`config.mk`:
```
export PLATFORM = sky130hd
export DESIGN_NAME = note_sequencer
export DESIGN_NICKNAME = d
export VERILOG_FILES = /design/src/rtl/melody_pkg.sv /design/src/rtl/note_ram.sv /design/src/rtl/note_sequencer.sv
export SDC_FILE = /design/constraint.sdc
export NUM_CORES = 1
export LEC_CHECK = 0
export CAP_MARGIN = 20
export CORE_ASPECT_RATIO = 0.5
export CORE_UTILIZATION = 55
export CTS_CLUSTER_DIAMETER = 150
export DETAILED_ROUTE_END_ITERATION = 16
export PLACE_DENSITY_LB_ADDON = 0.3
export SLEW_MARGIN = 20
export SYNTH_ARGS = -nofsm -noshare
export SYNTH_HDL_FRONTEND = slang
export SYNTH_SLANG_ARGS = --single-unit
```
`constraint.sdc`:
```
create_clock -name clk -period 4.8 [get_ports clk]
set_input_delay 0.48 -clock clk [delete_from_list [all_inputs] [get_ports clk]]
set_output_delay 0.48 -clock clk [all_outputs]
set_load 0.01 [all_outputs]
```
`src/rtl/melody_pkg.sv`:
```
// Shared types and constants for the melody note sequencer and its note table.
package melody_pkg;

    typedef enum logic [1:0] {
        ST_IDLE = 2'd0,
        ST_LOAD = 2'd1,
        ST_PLAY = 2'd2,
        ST_GAP  = 2'd3
    } seq_state_t;

    localparam int DEF_PW = 5;
    localparam int DEF_DW = 13;
    localparam int REST   = 0;

endpackage

```
`src/rtl/note_ram.sv`:
```
// Note table: one write port and a registered read port that returns the old
// word when the same address is written on the same edge.
module note_ram #(
    parameter int DEPTH = 32,
    parameter int WIDTH = 18,
    localparam int AW = (DEPTH > 1) ? $clog2(DEPTH) : 1
) (
    input  logic             clk,
    input  logic             wr_en,
    input  logic [AW-1:0]    wr_addr,
    input  logic [WIDTH-1:0] wr_data,
    input  logic             rd_en,
    input  logic [AW-1:0]    rd_addr,
    output logic [WIDTH-1:0] rd_data
);

    logic [WIDTH-1:0] mem [DEPTH];

    always_ff @(posedge clk) begin
        if (wr_en) begin
            mem[wr_addr] <= wr_data;
        end
        if (rd_en) begin
            rd_data <= mem[rd_addr];
        end
    end

endmodule

```
`src/rtl/note_sequencer.sv`:
```
// Steps through a table of (pitch, duration) notes, driving the sine clkgen
// divider and DAC gate; durations and gaps are counted in fs_tick strobes.
module note_sequencer
    import melody_pkg::*;
#(
    parameter int DEPTH     = 32,
    parameter int PW        = DEF_PW,
    parameter int DW        = DEF_DW,
    parameter int GAP_TICKS = 1,
    localparam int AW = (DEPTH > 1) ? $clog2(DEPTH) : 1
) (
    input  logic          clk,
    input  logic          reset,
    input  logic          fs_tick,
    input  logic          wr_en,
    input  logic [AW-1:0] wr_addr,
    input  logic [PW-1:0] wr_pitch,
    input  logic [DW-1:0] wr_dur,
    input  logic [AW-1:0] last_idx,
    input  logic          loop_en,
    input  logic          start,
    input  logic          stop,
    output logic          busy,
    output logic [PW-1:0] pitch_maxval,
    output logic          tone_en,
    output logic          note_strobe,
    output logic [AW-1:0] note_idx,
    output logic          done
);

    localparam int GAP_W = (GAP_TICKS > 1) ? $clog2(GAP_TICKS) : 1;
    localparam logic [GAP_W-1:0] GAP_LAST = (GAP_TICKS > 0) ? GAP_W'(GAP_TICKS - 1) : '0;

    seq_state_t       state_reg, state_next;
    logic [AW-1:0]    note_idx_reg, idx_next;
    logic [PW-1:0]    pitch_reg;
    logic             tone_en_reg, note_strobe_reg, done_reg;
    logic [DW-1:0]    dur_reg, dur_cnt_reg, dur_last;
    logic [GAP_W-1:0] gap_cnt_reg;

    logic             enter_play, enter_gap, song_end, cnt_inc, gap_inc, advance;
    logic             rd_en;
    logic [PW+DW-1:0] rd_data;
    logic [PW-1:0]    rd_pitch;
    logic [DW-1:0]    rd_dur;

    // The read is issued on the edge that enters LOAD so the entry is valid
    // during LOAD and can be registered into the outputs on the way to PLAY.
    note_ram #(
        .DEPTH (DEPTH),
        .WIDTH (PW + DW)
    ) u_note_ram (
        .clk     (clk),
        .wr_en   (wr_en),
        .wr_addr (wr_addr),
        .wr_data ({wr_pitch, wr_dur}),
        .rd_en   (rd_en),
        .rd_addr (idx_next),
        .rd_data (rd_data)
    );

    assign rd_pitch = rd_data[PW+DW-1:DW];
    assign rd_dur   = rd_data[DW-1:0];
    assign rd_en    = (state_next == ST_LOAD);
    assign dur_last = (dur_reg == '0) ? '0 : dur_reg - 1'b1;

    always_comb begin
        state_next = state_reg;
        idx_next   = note_idx_reg;
        enter_play = 1'b0;
        enter_gap  = 1'b0;
        song_end   = 1'b0;
        cnt_inc    = 1'b0;
        gap_inc    = 1'b0;
        advance    = 1'b0;

        case (state_reg)
            ST_IDLE: begin
                if (start) begin
                    state_next = ST_LOAD;
                    idx_next   = '0;
                end
            end
            ST_LOAD: begin
                state_next = ST_PLAY;
                enter_play = 1'b1;
            end
            ST_PLAY: begin
                if (fs_tick) begin
                    if (dur_cnt_reg == dur_last) begin
                        if (GAP_TICKS > 0) begin
                            state_next = ST_GAP;
                            enter_gap  = 1'b1;
                        end else begin
                            advance = 1'b1;
                        end
                    end else begin
                        cnt_inc = 1'b1;
                    end
                end
            end
            ST_GAP: begin
                if (fs_tick) begin
                    if (gap_cnt_reg == GAP_LAST) begin
                        advance = 1'b1;
                    end else begin
                        gap_inc = 1'b1;
                    end
                end
            end
            default: state_next = ST_IDLE;
        endcase

        // Any index other than last_idx steps forward with a wrap at the
        // table end, so an out-of-range last_idx just keeps cycling.
        if (advance) begin
            if (note_idx_reg != last_idx) begin
                idx_next   = (note_idx_reg == AW'(DEPTH - 1)) ? '0 : note_idx_reg + 1'b1;
                state_next = ST_LOAD;
            end else if (loop_en) begin
                idx_next   = '0;
                state_next = ST_LOAD;
            end else begin
                state_next = ST_IDLE;
                song_end   = 1'b1;
            end
        end

        if (stop) begin
            state_next = ST_IDLE;
            idx_next   = note_idx_reg;
            enter_play = 1'b0;
            enter_gap  = 1'b0;
            song_end   = 1'b0;
            cnt_inc    = 1'b0;
            gap_inc    = 1'b0;
        end
    end

    always_ff @(posedge clk or negedge reset) begin
        if (!reset) begin
            state_reg       <= ST_IDLE;
            note_idx_reg    <= '0;
            pitch_reg       <= '0;
            tone_en_reg     <= 1'b0;
            note_strobe_reg <= 1'b0;
            done_reg        <= 1'b0;
            dur_reg         <= '0;
            dur_cnt_reg     <= '0;
            gap_cnt_reg     <= '0;
        end else begin
            state_reg       <= state_next;
            note_idx_reg    <= idx_next;
            note_strobe_reg <= enter_play;
            done_reg        <= song_end;

            if (enter_play) begin
                dur_reg     <= rd_dur;
                dur_cnt_reg <= '0;
                tone_en_reg <= (rd_pitch != PW'(REST));
                if (rd_pitch != PW'(REST)) begin
                    pitch_reg <= rd_pitch;
                end
            end else begin
                if (cnt_inc) begin
                    dur_cnt_reg <= dur_cnt_reg + 1'b1;
                end
                if (enter_gap || song_end || stop) begin
                    tone_en_reg <= 1'b0;
                end
            end

            if (enter_gap) begin
                gap_cnt_reg <= '0;
            end else if (gap_inc) begin
                gap_cnt_reg <= gap_cnt_reg + 1'b1;
            end
        end
    end

    assign busy         = (state_reg != ST_IDLE);
    assign pitch_maxval = pitch_reg;
    assign tone_en      = tone_en_reg;
    assign note_strobe  = note_strobe_reg;
    assign note_idx     = note_idx_reg;
    assign done         = done_reg;

endmodule

```
==> results.json <==
{
  "dieArea_sq_um": 48700,
  "fin_worst_skew_ns": 0.0285,
  "die-height_microns": 157,
  "port_buffers": 48,
  "power_leakage_nw": 9.76,
  "hpwl_mm": 39.4,
  "route.detailed.drc": 0,
  "yosysUniqueCellTypes": 73,
  "cts_root_buffer": "clkbuf_16",
  "synthMostInstantiatedCell": "edfxtp_1",
  "tightest_slew_ns": 1.10,
  "synthTopCellsByArea": "edfxtp_1 68%, nand2_1 4.3%, dfrtp_1 4.0%, a211oi_1 3.2%, and3_1 3.1%",
  "num_rows": 56,
  "critPathRequiredTime_ns": 5.11,
  "clock_latency_ns": 0.60,
  "slew_violations": 0,
  "cts_hold_buf": 0,
  "switchingPower_mw": 2.50,
  "grt_max_degree": 109,
  "cp-end-kind": "flip-flop",
  "r2r-start": "note_idx[0]",
  "dp_cells": 2489,
  "irDropWorstVdd_v": 0.000264,
  "rsz0062_at_grt": "no",
  "top_register": "u_note_ram.mem",
  "p_seq_frac": 0.561,
  "switching_share": 0.223,
  "die_x_microns": 311,
  "comb_power_share": 0.055,
  "power_frac_clock": 0.383,
  "post_cts_buffers": 0,
  "dr_total_vias": 16519,
  "ys_top_cells_by_count": "594 x edfxtp_1, 303 x nand2_1, 131 x and3_1, 123 x a21oi_1, 111 x a211oi_1",
  "syn_to_final_growth_pct": 11.1,
  "layout-drive-gt1-share": 0.119,
  "p_per_area_nw_per_um2": 384,
  "reg2reg_to": "u_note_ram.rd_data[10]",
  "pre_cts_slack_ns": 0.554,
  "routedWlPerCell_microns": 25.9,
  "post-route-cell-area_sq_um": 29200,
  "syn_inst": 1870,
  "detail-route-antenna-nets": 0,
  "syn_nets": 1909,
  "syn_avg_cell_area_sq_um": 14.0,
  "maxCapViolations": 0,
  "max_slew_margin": 0.267,
  "drt_iter0_drc": 2165,
  "timing.final.crit_share": 0.863,
  "r2r_slack_ns": 0.66,
  "arrival_ns": 4.45,
  "drt-vias-per-instance": 6.38,
  "grt-ovfl-total": 0,
  "cts_buffer_depth": 3,
  "clkSinkCount": 636,
  "critPathCapture": "u_note_ram.rd_data[10]",
  "top_regs": "u_note_ram.mem (576), u_note_ram.rd_data (18)",
  "coreArea_sq_um": 46900,
  "hp-class": "primary input to async pin",
  "ys_warn_count": 0,
  "ys_async_sr_fraction": 0.0660,
  "synth_edf_count": 594,
  "first_pass_iters": 5,
  "synth_seq_area_share": 0.719,
  "tns_ns": 0,
  "ys_ff_latch": 636,
  "ios": 49,
  "initial_utilization": 0.559,
  "hold_viol": 0,
  "reg2reg_depth": 11,
  "synth_flop_cell": "edfxtp_1",
  "start_kind": "flip-flop",
  "synth_top_area_share": 0.679,
  "finalNetCount": 1945,
  "min_period_ns": 4.14,
  "antenna_found_initial": 0,
  "largest_reg_flops": 576,
  "power.internal_mw": 8.70,
  "crit_start": "note_idx[0]",
  "h-tree-depth": 2,
  "setup_viol": 0,
  "max_freq_mhz": 241,
  "wirelength_mm": 67.2,
  "yosysTopAreaCell": "edfxtp_1",
  "cts-resized-gates": 0,
  "cts_tree": "done",
  "numCtsBuffers": 53,
  "clk_pin_slew_ns": 0.07,
  "worstPathMaxFanout": 18,
  "critPathKind": "flip-flop to flip-flop",
  "routabilityCongestion": 0.866,
  "grt_pass1_vias": 15366,
  "grt_usage": 0.275,
  "syn-cell-area_sq_um": 26300,
  "grt_pass1_wl_mm": 99.6,
  "final_cells": 2589,
  "dpl_cell_area_sq_um": 27500,
  "worst_slack_ns": 0.656,
  "status": "completed"
}
## stage by stage
step / utilization / hold slack (ns) / power (mW)
4_1_cts: 0.622 / 0.0538 / 11.2
3_3_place_gp: 0.585 / 0.427 / 7.00
3_5_place_dp: 0.586 / 0.437 / 7.02
6_report: 0.622 / 0.0395 / 11.2
2_1_floorplan: - / 0.184 / 6.73
5_1_grt: 0.622 / 0.111 / 11.5
## power by group through the flow
stage / clock, mW / combinational [mW] / sequential [mW]
floorplan: 0 / 0.374 / 6.36
finish: 4.29 / 0.620 / 6.28
detailed placement: 0 / 0.614 / 6.40
CTS: 4.31 / 0.618 / 6.28
global route: 4.52 / 0.679 / 6.29
global placement: 0 / 0.601 / 6.40
## worst max-delay path, stage by stage (launching register included)
cell	delay [ns]
dfrtp_1	0.49
ha_1	0.27
and3_1	0.19
ha_1	0.24
or3_1	0.37
a211oi_1	0.25
a221o_1	0.49
nor3b_2	0.52
buf_4	0.35
o21ai_1	0.22
o2111ai_1	0.39
nor4_2	0.09
## worst min path at each step
| stage | start | end | slack, ns | cells past startpoint |
|---|---|---|---|---|
| 3_3_place_gp | u_note_ram.rd_data[8] | dur_reg[8] | 0.43 | 2 |
| 2_1_floorplan | reset | done | 0.18 | 0 |
| 3_5_place_dp | u_note_ram.rd_data[8] | dur_reg[8] | 0.44 | 2 |
| 4_1_cts | reset | dur_cnt_reg[11] | 0.05 | 1 |
| 5_1_grt | reset | state_reg[1] | 0.11 | 1 |
| 6_report | reset | state_reg[1] | 0.04 | 1 |
## per-layer routing
metal | wire [microns] | up-vias | track usage | part of all wire
li1 | - | 7282 | - | -
met1 | 29200 | 8300 | 0.412 | 0.43
met2 | 29100 | 852 | 0.405 | 0.43
met3 | 7670 | 85 | 0.0701 | 0.11
met4 | 1220 | 0 | 0.0629 | 0.018
met5 | 0 | - | 0 | 0
## cells by family (layout without fill, tap and decap cells)
logic type | Yosys count | after routing | share of synthesized area
buffers and inverters | 142 | 222 | 0.0285
xor gates and xnor gates | 16 | 16 | 0.00534
muxes | 23 | 23 | 0.00924
adders and majority gates | 4 | 4 | 0.00191
AOI/OAI and AO/OA | 446 | 446 | 0.119
DFF | 636 | 636 | 0.719
other | 0 | 1 | 0
and+or+nand+nor | 603 | 603 | 0.116
## cell type report
class                   count  area, sq um
diodes                      1         2.50
inverters                  14         60.1
repair buffers            109          985
well taps                 638          798
flip-flops and latches    636        18900
clock buffers              61         1380
clock inverters            38          328
multi-input cells        1092         6750
fillers                  3402        17800
## layout by cell type (no fill, tap or decap), drive strengths merged, types with 5 or more instances in the layout
cell type      count
o21ai             61
and2               6
a221o             19
nor3               6
nor3b              6
xnor2             12
clkinv            25
o2111ai           20
or3                8
edfxtp           594
nand3b             7
inv               17
nand2b             5
a22o              37
nand3             12
a21oi            125
and3             131
or3b               5
o31ai              5
a211oi           113
clkdlybuf4s50     35
mux2i             23
nand4              7
dfrtp             42
a22oi             18
clkbuf            61
nor2              67
buf               74
clkinvlp           6
nor4              24
a32o              18
nand2            303
Note: power is estimated with default switching activity, not from simulation.
